$ cat src/rtl/cve2_clock_gate_ctrl.sv
// Clock-gate enable sequencer: idle-hysteresis gate-off, settle-window wake-up.
// Optional gated-cycle statistics counter enabled by defining CVE2_CG_STATS_EN.
module cve2_clock_gate_ctrl #(
   parameter int unsigned IdleW      = 8,
   parameter int unsigned WakeCycles = 2
) (
   input  logic             clk_i,
   input  logic             rst_i,
   input  logic             sleep_req_i,
   input  logic             core_idle_i,
   input  logic             wake_i,
   input  logic [IdleW-1:0] idle_cycles_i,
   input  logic             test_en_i,
   input  logic             stats_clr_i,
   output logic             clk_gate_en_o,
   output logic             sleep_ack_o,
   output logic             wake_done_o,
   output logic [31:0]      gated_cycles_o
);

   localparam int unsigned WakeEff = (WakeCycles == 0) ? 1 : WakeCycles;
   localparam int unsigned WakeW   = (WakeEff > 1) ? $clog2(WakeEff) : 1;
   localparam logic [WakeW-1:0] WakeLast = WakeW'(WakeEff - 1);

   typedef enum logic [1:0] {
      RUN   = 2'd0,
      DRAIN = 2'd1,
      GATED = 2'd2,
      WAKE  = 2'd3
   } state_e;

   state_e             state_q, state_d;
   logic [IdleW-1:0]   idle_cnt_q, idle_cnt_d;
   logic [WakeW-1:0]   wake_cnt_q, wake_cnt_d;
   logic               wake_done_q, wake_done_d;

   // NOTE: sequential state uses non-blocking assignments so every register
   // samples the pre-edge values regardless of statement order.
   always_ff @(posedge clk_i) begin
      if (rst_i) begin
         state_q     <= RUN;
         idle_cnt_q  <= '0;
         wake_cnt_q  <= '0;
         wake_done_q <= 1'b0;
      end else begin
         state_q     <= state_d;
         idle_cnt_q  <= idle_cnt_d;
         wake_cnt_q  <= wake_cnt_d;
         wake_done_q <= wake_done_d;
      end
   end

   // NOTE: every signal gets a default before the case so no latch is inferred.
   always_comb begin
      state_d    = state_q;
      idle_cnt_d = '0;
      wake_cnt_d = '0;
      unique case (state_q)
         RUN: begin
            if (sleep_req_i && !wake_i) state_d = DRAIN;
         end
         DRAIN: begin
            // Abort beats idleness; a busy cycle leaves the cleared counter.
            if (wake_i || !sleep_req_i) begin
               state_d = RUN;
            end else if (core_idle_i) begin
               if (idle_cnt_q >= idle_cycles_i) begin
                  state_d = GATED;
               end else if (idle_cnt_q != '1) begin
                  idle_cnt_d = idle_cnt_q + IdleW'(1);
               end else begin
                  idle_cnt_d = idle_cnt_q;
               end
            end
         end
         GATED: begin
            if (wake_i) state_d = WAKE;
         end
         WAKE: begin
            if (wake_cnt_q == WakeLast) state_d = RUN;
            else                        wake_cnt_d = wake_cnt_q + WakeW'(1);
         end
         default: state_d = RUN;
      endcase
      wake_done_d = (state_q == WAKE) && (state_d == RUN);
   end

   always_comb begin
      clk_gate_en_o = (state_q != GATED) | test_en_i;
      sleep_ack_o   = (state_q == GATED);
      wake_done_o   = wake_done_q;
   end

`ifdef CVE2_CG_STATS_EN
   logic [31:0] gated_cnt_q, gated_cnt_d;

   always_comb begin
      gated_cnt_d = gated_cnt_q;
      if (stats_clr_i)                                        gated_cnt_d = '0;
      else if (state_q == GATED && gated_cnt_q != 32'hFFFF_FFFF) gated_cnt_d = gated_cnt_q + 32'd1;
   end

   always_ff @(posedge clk_i) begin
      if (rst_i) gated_cnt_q <= '0;
      else       gated_cnt_q <= gated_cnt_d;
   end

   assign gated_cycles_o = gated_cnt_q;
`else
   logic unused_stats_clr;
   assign unused_stats_clr = stats_clr_i;
   assign gated_cycles_o   = '0;
`endif

endmodule
$ cat config.mk
export PLATFORM = sky130hd
export DESIGN_NAME = cve2_clock_gate_ctrl
export DESIGN_NICKNAME = d
export VERILOG_FILES = /design/src/rtl/cve2_clock_gate_ctrl.sv
export SDC_FILE = /design/constraint.sdc
export NUM_CORES = 1
export LEC_CHECK = 0
export ABC_AREA = 0
export BUFFER_PORTS_ARGS = -buffer_cell sky130_fd_sc_hd__clkbuf_2
export CAP_MARGIN = 40
export CORE_MARGIN = 5
export CORE_UTILIZATION = 46
export CTS_BUF_LIST = sky130_fd_sc_hd__clkbuf_16
export CTS_CLUSTER_SIZE = 28
export DETAILED_ROUTE_END_ITERATION = 16
export PLACE_DENSITY_LB_ADDON = 0.3
export SLEW_MARGIN = 15
export SYNTH_ARGS = -nofsm -noshare
export SYNTH_HDL_FRONTEND = slang
export SYNTH_SLANG_ARGS = --single-unit
$ cat constraint.sdc
create_clock -name clk_i -period 2.31 [get_ports clk_i]
set_input_delay 0.231 -clock clk_i [delete_from_list [all_inputs] [get_ports clk_i]]
set_output_delay 0.231 -clock clk_i [all_outputs]
set_load 0.1 [all_outputs]
Word-level counts from Yosys, hierarchy flattened
Cells that the tools add are included.

Multiplexer cells: 7. Equality and inequality tests: 5. Reductions and logical operators: 9. $lt $le $gt $ge: 1. Add/subtract/negate cells: 2. Bitwise gates (word level): 4.

Operator list (count): 2-to-1 mux 2 bit (6); adder 8 x 1 -> 8 bit (second input constant) (1); greater-or-equal comparator 8 bit (1); inequality test 8 bit (second input constant) (1); one-hot mux 2 bit (4 select lines) (1); OR reduction 5 bit (1); equality test 2 bit (second input constant) (2); logical NOT 2 bit (2); inverter 1 bit (3); OR reduction 3 bit (1); equality test 2 x 1 -> 1 bit (second input constant) (1); logical AND 1 bit (2); logical NOT 1 bit (2); inequality test 2 bit (second input constant) (1); adder 1 bit (second input constant) (1); logical OR 1 bit (1); bitwise OR 1 bit (1).

Register bits: 12. Input bits: 15. Output and inout bits: 35. Word-level logic and storage cells: 32.

Depth between registers and ports, before layout
Depth after elaboration: 7. Gate-level depth with buffers: 6. Depth with buffers taken out: 6.

Least setup slack after synthesis
Ideal clock, no wire load.

Kind: reg-to-output. From: register state_q[1]. To: output sleep_ack_o. Arrival time: 1.708 ns. Required time: 2.079 ns. Path slack: 0.371 ns. Buffers on the path: 0. Cell stages (with the launch flop): 3. Cells stage by stage: dfxtp_1 inv_1 nor2_1.

Longest elaborated chain between the ends: 1.

Ends and longest elaborated chain: from (decl) (line 32) `state_e state_q, state_d;`; from (signal assigned) (line 46) `state_q <= state_d;`; equality test 2 bit (line 90) `sleep_ack_o = (state_q == GATED);`; to (decl) (line 16) `output logic sleep_ack_o,`.

No other way between the ends.

Final worst setup path
From: register idle_cnt_q[2]. To: register idle_cnt_q[2].

Longest elaborated chain between the ends: 2. Elaborated cells between the ends (all ways): 4. Classes of those cells: add/sub (1); order compare (1); eq/ne (1); reduce/logical (1).

Ends and longest elaborated chain: from (decl) (line 33) `logic [IdleW-1:0] idle_cnt_q, idle_cnt_d;`; from (signal assigned) (line 47) `idle_cnt_q <= idle_cnt_d;`; greater-or-equal comparator 8 bit (line 67) `if (idle_cnt_q >= idle_cycles_i) begin`; OR reduction 5 bit (no source line).

Several ways; a longest one is shown, not always the timed one. A chain may end at the register's enable or synchronous reset.

==> flow_metrics.env <==
export IMPL_die_area_um2=3340
export IMPL_boundaryPins=50
export IMPL_leakagePower_nw=0.508
export IMPL_cts_resized=0
export IMPL_drtAntennaViolNets=0
export IMPL_cts_sinks=12
export IMPL_grt_pass1_vias=759
export IMPL_multi_input_area_um2=654
export IMPL_place_hpwl_um=1570
export IMPL_r2r_cells=5
export IMPL_fp_dieH_um=57.8
export IMPL_tightest_slew_ns=0.546
export IMPL_avgSynthCellArea_um2=8.49
export IMPL_crit_type="reg2reg"
export IMPL_slew_viol_final=0
export IMPL_critPathArrivalTime_ns=1.99
export IMPL_numCtsBuffers=3
export IMPL_gp_congestion=0.749
export IMPL_skew_ns=0.00352
export IMPL_syn_to_final_growth_pct=6.30
export IMPL_grt_total_usage=0.124
export IMPL_nets=168
export IMPL_rows=17
export IMPL_status="completed"
export IMPL_drv_cap=0
export IMPL_drt_pass1_iter_count=4
export IMPL_wl_met2_um=923
export IMPL_end_kind="register"
export IMPL_die_x_um=57.8
export IMPL_cp_start_kind="register"
export IMPL_grt_first_pass_wirelength_um=3240
export IMPL_ir_worst_vdd_uv=400
export IMPL_dr_total_vias=830
export IMPL_antenna_found_initial=0
export IMPL_netlist_top_cells_area="dfxtp_1, buf_4, ha_1"
export IMPL_r2r_slack_ns=0.45
export IMPL_m1WireLength_um=810
export IMPL_fin_util=0.511
export IMPL_synth_most_common_cell="buf_4"
export IMPL_yosys_area_top_type="dfxtp_1"
export IMPL_synth_edf_count=0
export IMPL_hold_class="in2reg"
export IMPL_ys_top_cells_by_count="buf_4, dfxtp_1, ha_1, inv_1"
export IMPL_clock_path_buffers=2
export IMPL_hold_path_end="state_q[1]"
export IMPL_path_clk_slew_ns=0.04
export IMPL_slowest_stage="or4_4"
export IMPL_wl_per_cell_um=11.6
export IMPL_worstPathMaxFanout=9
export IMPL_syn_cell_area_um2=1050
export IMPL_fin_tns_setup_ns=0
export IMPL_synth_seq_area_share=0.228
export IMPL_maxUsedRoutingLayer="met4"
export IMPL_r2r_start="idle_cnt_q[2]"
export IMPL_max_freq_ghz=0.539
export IMPL_rsz0062_at_grt="false"
export IMPL_route_met3_wl_um=192
export IMPL_ys_flop_type="dfxtp_1"
export IMPL_setup_viol=0
export IMPL_fillerInstances=214
export IMPL_num_antenna_cells=0
export IMPL_viasPerCell=4.88
export IMPL_cts_tree="built"
export IMPL_hold_viol=0
export IMPL_period_minus_slack_ns=1.86
export IMPL_grt_max_degree=10
export IMPL_hp_start="rst_i"
export IMPL_relSlewSlack=0.638
export IMPL_syn_inst=124
export IMPL_cts_root_buf="clkbuf_16"
export IMPL_fin_crit_sh=0.803
export IMPL_max_stage_delay_ns=0.53
export IMPL_path_cells="ha_1, or4_4, a21oi_4, o32ai_4, nor4_1"
export IMPL_post_cts_setup_buffers=0
export IMPL_ys_types=34
export IMPL_synth_top_area_share=0.228
export IMPL_routed_wl_um=1980
export IMPL_gr_total_overflow=0
export IMPL_insertion_delay_ns=0.24
export IMPL_htreeDepth=1
export IMPL_holdPathStages=2
export IMPL_drc=0
export IMPL_drive_above_1_share=0.197
export IMPL_drt_iter0_markers=24
export IMPL_yosys_warnings=0
export IMPL_reg2reg_to="idle_cnt_q[2]"
export IMPL_synthArstFlopShare=0
export IMPL_required_ns=2.45
export IMPL_cts_hold_buf=0
export IMPL_port_buffers=16
export IMPL_core_area_um2=2190
export IMPL_seqCellArea_um2=240
export IMPL_power_density_nw_per_um2=700
export IMPL_floorplan_initialDensity=0.480
export IMPL_synth_seq_cells=12
-- state kept, by name (all words and copies together), names as in the netlist --
signal	flops
wake_done_o	1
state_q	2
wake_cnt_q	1
idle_cnt_q	8
-- placed cells by master, fill, tap and decap left out, types with 3 or more instances in the layout --
cell,instances
conb_1,32
clkbuf_2,16
dfxtp_1,12
inv_1,9
ha_1,9
nor2_1,7
nor3_1,7
nand3_1,5
nand2_1,4
nand2b_1,3
mux2i_1,3
a31oi_1,3
clkbuf_16,3
-- logic make-up after synthesis --
kind of cell               count (synthesis)  synth area share
buffers and inverters                     41             0.260
and+or+nand+nor                           39             0.203
AOI/OAI and AO/OA                         18             0.161
DFF                                       12             0.228
adders and majority gates                  9             0.107
muxes                                      3            0.0285
other                                      1           0.00356
xor gates and xnor gates                   1           0.00832
-- power by group --
group          internal (mW)  leakage [nW]  total, mW  switching [mW]
clock network          0.225        0.0370      0.311          0.0863
registers              0.209        0.0968      0.210         0.00155
logic                 0.0182         0.374      0.261           0.243
total                  0.452         0.508      0.783           0.331
-- critical path: cells and delay by family, from the launching register on --
family / cells / cell delay (ns)
adder cells (fa/ha/maj): 1 / 0.22
flip-flops: 1 / 0.37
AND/OR/NAND/NOR: 2 / 0.83
AO/OA/AOI/OAI: 2 / 0.33
-- final cells by class --
| cell class | count | area share |
|---|---|---|
| Sequential cell | 12 | 0.215 |
| Clock buffer | 3 | 0.0671 |
| Inverter | 9 | 0.0302 |
| Tap cell | 28 | 0.0313 |
| Multi-Input combinational cell | 102 | 0.585 |
| Timing Repair Buffer | 16 | 0.0716 |
-- how the worst max path moves through the flow --
stage                        from            end  slack [ns]  cells after the start
finish              idle_cnt_q[2]  idle_cnt_q[2]        0.45                      5
global route        idle_cnt_q[2]  idle_cnt_q[2]        0.25                      5
CTS                 idle_cnt_q[2]  idle_cnt_q[2]        0.45                      5
detailed placement  idle_cnt_q[2]  idle_cnt_q[4]        0.45                      5
global placement    idle_cnt_q[2]  idle_cnt_q[2]        0.50                      5
floorplan              state_q[1]    sleep_ack_o        0.37                      2
-- metrics by stage --
| stage | power, mW | hold slack [ns] | area (um^2) | cells | setup WS [ns] |
|---|---|---|---|---|---|
| floorplan | 0.500 | 0.300 | 1170 | 155 | 0.371 |
| global placement | 0.472 | 0.427 | 1040 | 167 | 0.504 |
| detailed placement | 0.473 | 0.433 | 1040 | 167 | 0.451 |
| CTS | 0.789 | 0.180 | 1120 | 170 | 0.445 |
| global route | 0.808 | 0.198 | 1120 | 170 | 0.249 |
| finish | 0.783 | 0.185 | 1120 | 170 | 0.454 |
-- layer usage --
metal	track usage	vias up
met1	0.147	378
met5	0	-
li1	-	408
met3	0.0245	4
met2	0.203	40
met4	0.0762	0
Power figures use the tool's default switching activity.
